--- src/rtl/alu_preprocess_pipe.sv ---
// rtl/alu_preprocess_pipe.sv - registered ALU operand preprocessor with accumulator and 2-entry skid buffer
module alu_preprocess_pipe #(
    parameter int WIDTH = 8
) (
    input  logic             clk,
    input  logic             rst,
    input  logic             in_valid,
    output logic             in_ready,
    input  logic [WIDTH-1:0] a,
    input  logic [WIDTH-1:0] b,
    input  logic [3:0]       op,
    output logic             out_valid,
    input  logic             out_ready,
    output logic [WIDTH-1:0] amod,
    output logic [WIDTH-1:0] bmod,
    output logic             cin,
    output logic [3:0]       out_op,
    output logic             out_illegal,
    input  logic             res_valid,
    input  logic [WIDTH-1:0] res,
    output logic [WIDTH-1:0] acc
);

    localparam logic [WIDTH-1:0] ONE  = {{(WIDTH-1){1'b0}}, 1'b1};
    localparam logic [WIDTH-1:0] ONES = {WIDTH{1'b1}};

    logic [WIDTH-1:0] accsrc;
    logic [WIDTH-1:0] d_amod;
    logic [WIDTH-1:0] d_bmod;
    logic             d_cin;
    logic             d_ill;

    logic             s_valid;
    logic [WIDTH-1:0] s_amod;
    logic [WIDTH-1:0] s_bmod;
    logic             s_cin;
    logic [3:0]       s_op;
    logic             s_ill;

    logic accept;
    logic load_out;

    // A result written back in the same cycle as an ACC_* op is forwarded.
    assign accsrc   = res_valid ? res : acc;
    assign in_ready = !s_valid && !rst;
    assign accept   = in_valid && in_ready;
    assign load_out = !out_valid || out_ready;

    always_comb begin
        d_amod = '0;
        d_bmod = '0;
        d_cin  = 1'b0;
        d_ill  = 1'b0;
        casez (op)
            4'b0000: begin d_amod = '0;     d_bmod = a;      end
            4'b0001: begin d_amod = ONE;    d_bmod = ~a;     end
            4'b0010: begin d_amod = a;      d_bmod = b;      end
            4'b0011: begin d_amod = ONE;    d_bmod = a;      end
            4'b01??: begin d_amod = a;      d_bmod = b;      end
            4'b1000: begin d_amod = a;      d_bmod = ~b;     d_cin = 1'b1; end
            4'b1001: begin d_amod = a;      d_bmod = ONES;   end
            4'b1010: begin d_amod = accsrc; d_bmod = b;      end
            4'b1011: begin d_amod = accsrc; d_bmod = ~b;     d_cin = 1'b1; end
            default: d_ill = 1'b1;
        endcase
    end

    always_ff @(posedge clk) begin
        if (rst) begin
            acc         <= '0;
            out_valid   <= 1'b0;
            amod        <= '0;
            bmod        <= '0;
            cin         <= 1'b0;
            out_op      <= '0;
            out_illegal <= 1'b0;
            s_valid     <= 1'b0;
            s_amod      <= '0;
            s_bmod      <= '0;
            s_cin       <= 1'b0;
            s_op        <= '0;
            s_ill       <= 1'b0;
        end else begin
            if (res_valid)
                acc <= res;
            if (load_out) begin
                // The skid entry is older than anything arriving now, and
                // no input can be accepted while it is occupied.
                if (s_valid) begin
                    out_valid   <= 1'b1;
                    amod        <= s_amod;
                    bmod        <= s_bmod;
                    cin         <= s_cin;
                    out_op      <= s_op;
                    out_illegal <= s_ill;
                    s_valid     <= 1'b0;
                end else if (accept) begin
                    out_valid   <= 1'b1;
                    amod        <= d_amod;
                    bmod        <= d_bmod;
                    cin         <= d_cin;
                    out_op      <= op;
                    out_illegal <= d_ill;
                end else begin
                    out_valid   <= 1'b0;
                end
            end else if (accept) begin
                s_valid <= 1'b1;
                s_amod  <= d_amod;
                s_bmod  <= d_bmod;
                s_cin   <= d_cin;
                s_op    <= op;
                s_ill   <= d_ill;
            end
        end
    end

endmodule
--- config.mk ---
export PLATFORM = sky130hd
export DESIGN_NAME = alu_preprocess_pipe
export DESIGN_NICKNAME = d
export VERILOG_FILES = /design/src/rtl/alu_preprocess_pipe.sv
export SDC_FILE = /design/constraint.sdc
export NUM_CORES = 1
export LEC_CHECK = 0
export CAP_MARGIN = 25
export CORE_MARGIN = 3
export CORE_UTILIZATION = 45
export DETAILED_ROUTE_END_ITERATION = 12
export PLACE_DENSITY_LB_ADDON = 0.2
export SYNTH_ARGS = -nofsm -noshare
export SYNTH_HDL_FRONTEND = slang
export SYNTH_SLANG_ARGS = --single-unit
--- constraint.sdc ---
create_clock -name clk -period 2.1 [get_ports clk]
set_input_delay 0.42 -clock clk [delete_from_list [all_inputs] [get_ports clk]]
set_output_delay 0.42 -clock clk [all_outputs]
set_load 0.01 [all_outputs]
Yosys cells after proc, flatten, opt, wreduce, memory -nomap -nowiden
Index checks and enable logic that the tools add are counted.
W data, S select, Z words.
Word-level totals
  bits in registers: 54
  output and inout bits: 32
  word-level logic and storage cells: 59
Cells by class
  equal/unequal tests: 8
  muxes and demuxes: 17
  bitwise gates (word level): 3
  reduce and logical (&&, ||, !) cells: 18
Operators by type and width (count)
  $mux W8: 5
  $pmux W8 S5: 1
  $pmux W8 S3: 1
  $eq A4 B4 Y1 const B: 4
  $not A8 Y8: 2
  $reduce_or A2 Y1: 5
  $reduce_or A9 Y1: 1
  $eq A4 B2 Y1 const B: 2
  $mux W1: 8
  $mux W4: 2
  $eq A4 B1 Y1 const B: 1
  $logic_not A4 Y1: 1
  $reduce_and A2 Y1: 2
  $reduce_or A4 Y1: 1
  $logic_not A1 Y1: 3
  $reduce_or A3 Y1: 1
  $eq A2 B1 Y1 const B: 1
  $logic_and A1 B1 Y1: 2
  $reduce_bool A2 Y1: 1
  $logic_or A1 B1 Y1: 1
  $not A1 Y1: 1

Longest topological paths before layout
  word-level depth: 5
  depth in mapped cells: 7
  depth with buffers taken out: 4

Worst setup path after synthesis
Ideal clock, no wire load.
  path type: input to register
  from: in out_ready
  to: reg s_bmod[0]
  arrival time: 1.331 ns
  data required time: 1.977 ns
  setup slack: 0.646 ns
  stages: 5
  path through: nand2b_2 -> or3b_1 -> buf_2 -> nand3_1 -> o21ai_0
On the way
  longest elaborated chain between the ends: 3
Ends and longest elaborated chain
  start: declaration: RTL line 13  | input logic out_ready,
  $logic_or A1 B1 Y1: RTL line 47  | assign load_out = !out_valid || out_ready;
  $not A1 Y1 (no line)
  $reduce_and A2 Y1 (no line)
  end signal: assignment: RTL line 110  | s_bmod <= d_bmod;
  end: declaration: RTL line 35  | logic [WIDTH-1:0] s_bmod;
Every way passes these cells.
A chain may end at the register's enable or synchronous reset.

Final worst setup path
  from: in rst
  to: out in_ready
On the way
  longest elaborated chain between the ends: 2
Ends and longest elaborated chain
  start: declaration: RTL line 6  | input logic rst,
  $logic_not A1 Y1: RTL line 45  | assign in_ready = !s_valid && !rst;
  $logic_and A1 B1 Y1: RTL line 45
  end: declaration: RTL line 8  | output logic in_ready,
Every way passes these cells.

==> impl_results.md <==
* Worst setup path start: rst
* Combined area of the multi-input logic cells at about 1300 sq um
* Mapped Avg Cell Area at a little over 9 sq um
* Setup repair after global routing missed its margin: no
* Crit path DAT at 1.51 ns
* Setup total negative slack at 0 ns
* Reg area at around 1100 sq um
* Data required time of the worst path at 1.68 ns
* Final number of max-transition violations at 0
* Floorplan core area at between 5000 and 6000 sq um
* N_diodes at 0
* Initial drt markers at about 190
* Post-CTS clock slew at the launch and capture registers of the worst setup and hold paths at ~0.1 ns
* Maximum level of the CTS H-tree at 2
* Type of origin of the critical path: input port
* Root buffer cell: clkbuf_8
* Worst flop-to-flop path endpoint: s_op[2]
* Synthesized netlist net count at ~320
* Global-route congestion overflow total at 0
* Routed len/inst at about 15 microns
* Kind of end point of the critical path: output port
* Post-route DRC at 0
* # port buffers at 64
* Outcome: completed
* Crit Path Class: in -> out
* Vias after detailed routing at approximately 2400
* Netlist area before placement at approximately 2600 sq um
* Number of global-route vias before repair at 2194
* Clock Latency Late Sink at 0.31 ns
* Leading cell types in the layout, fill and taps excluded: 64 x clkdlybuf4s50_1, 54 x dfxtp_1, 26 x nor2_1
* Hold Slack at ~0.46 ns
* Startpoint of the lowest-slack register-to-register path: s_valid
* VDD IR max at 0.0004182 V
* TritonCTS clock tree: built
* Number of cells traversed by the worst register-to-register path at 5
* Fraction of final layout cells with drive strength greater than 1 at 13.56%
* Achievable clock frequency at approximately 0.52 GHz
* Flip-flop and latch count after synthesis at 54
* Std cell rows at 26
* Unique masters post-synth at 43
* Number of stages on the worst hold path at 2
* Die height at a little over 80 microns
* Fin. Hold Viols at 0
* Routability-driven placement congestion ratio at approximately 0.8
* Most common library cell in the layout ignoring fill and taps: clkdlybuf4s50_1
* Max-cap violations at 0
* Warnings from Yosys at 0
* Die footprint at about 6700 sq um
* Wire length of the first global-routing pass at between 10000 and 15000 microns
* Share of flip-flops with an asynchronous set or reset after synthesis at 0%
* TritonCTS sink count at 54
* Count of nets after finishing at 386
* EDFF count, synth at 0
* Cell area after layout at roughly 3400 sq um
* Portion of the post-synthesis area used by sequential elements at between 40% and 50%
* Starting density of the core at roughly half
* Sink of the worst hold path: s_op[3]
* Setup slack, reg-to-reg at about 0.72 ns
* Average via count per standard cell at ~5.6
* Maximum number of pins on one net before global-route repair at 32
* Total power divided by cell area at 670.1 nW/um^2
* Peak fanout along the critical path at 2
* Overall Global Routing Usage at around a fifth
* Final Critical Period at approximately 1.9 ns
* Transition at the pin with the smallest max-transition slack at about 0.42 ns
* Part of the cycle the worst path needs at approximately nine tenths
* Number of filler instances in the final layout at between 400 and 500
* Final setup violation count at 0
* Post-CTS Setup Bufs at 0
* Worst hold start: s_op[3]
* Quantity of hold-fixing buffers added after cts at 0
* Pwr Total at around 2.3 mW
* Deepest clock path buffer count at 2
* Fraction of the core area covered by cells at the end of the flow at 64.59%
* Gate Count Post-Synth at between 200 and 300
* Hold WC Path Type: reg -> reg
* Post-DP HPWL at about 4800 microns
* Chip width at a little over 80 microns
* Number of antenna violations at the first check in global routing at 0
* Number of top-level pins at 65
* Leading register cell type out of synthesis: dfxtp_1
* Count of antenna-violating nets left after detailed routing at 0
* Skew final at 0.006118 ns
* Total placed instance area at 3329 sq um
* Number of CTS-inserted buffers at 5
* Routed wire length at about 6500 microns
* Slew HR at between 70% and 80%
* Area overhead of the layout relative to synthesis at 33.56%
* First-pass DRT Iterations at 4
* Total of cells resized after clock tree synthesis at 0
* Static leakage power at ~1.2 nW
[worst max-delay path by stage]
stage	end	slack, ns
final	in_ready	0.17
after global routing	in_ready	0.13
after CTS	in_ready	0.15
after detailed placement	s_amod[4]	0.005
after global placement	bmod[4]	0.09
after floorplan	s_bmod[0]	0.65
[critical path: stages]
cell	delay (ns)
clkdlybuf4s50_1	0.42
nor2_1	0.12
clkdlybuf4s50_1	0.55
[through the flow]
step	setup slack [ns]	cells
after floorplan	0.6464	283
after global placement	0.08547	416
after detailed placement	0.005328	416
after CTS	0.1522	424
after global routing	0.1315	424
final	0.1741	424
[synth_stat cells, drive strengths merged, types with 4 or more instances]
| library cell | number | area [sq um] |
|---|---|---|
| o31ai | 7 | 52.55 |
| o221ai | 15 | 131.4 |
| a21oi | 20 | 111.4 |
| o22ai | 7 | 43.79 |
| nand3 | 8 | 40.04 |
| nor2b | 8 | 57.55 |
| dfxtp | 54 | 1081 |
| nor2 | 26 | 97.59 |
| mux2i | 12 | 120.1 |
| nand2b | 4 | 27.53 |
| a31oi | 8 | 50.05 |
| o21ai | 18 | 90.09 |
| buf | 22 | 163.9 |
| clkbuf | 4 | 15.01 |
| nand2 | 22 | 82.58 |
| or2 | 7 | 43.79 |
| a211oi | 6 | 45.04 |
| a221o | 7 | 70.07 |
| a311oi | 7 | 61.31 |
[cells by family (layout without fill, tap and decap cells)]
logic type	after synthesis	in the layout	share of synthesized area (%)
muxes	12	12	4.656
buffers and inverters	29	100	7.905
AOI/OAI and AO/OA	99	99	26.67
xor gates and xnor gates	1	1	0.6306
DFF	54	54	41.90
and+or+nand+nor	88	88	18.23
[power by group]
part	switching [mW]	total (mW)	internal (mW)
Combinational	0.221	0.478	0.257
Clock	0.355	0.717	0.362
Sequential	0.0311	1.11	1.08
Total	0.608	2.31	1.70
[registers in the layout, indices dropped and copies added, names as in the netlist, 4 cells and up]
register,cells
s_op,4
acc,8
amod,8
bmod,8
out_op,4
s_amod,8
s_bmod,8
[layer usage]
metal	wire length [microns]	track usage, %	up-vias
li1	-	-	1193
met1	2992	28.53	1085
met2	2992	32.23	76
met3	427	4.386	8
met4	88	5.482	0
met5	0	0	-
[cell type report]
cell class	instances	share of cell area [%]
Timing Repair Buffer	89	24.40
Tap cell	70	2.542
Inverter	3	0.7262
Multi-Input combinational cell	200	37.58
Sequential cell	54	31.37
Clock buffer	5	1.997
Clock inverter	3	1.380
(Power assumes the default switching activity.)
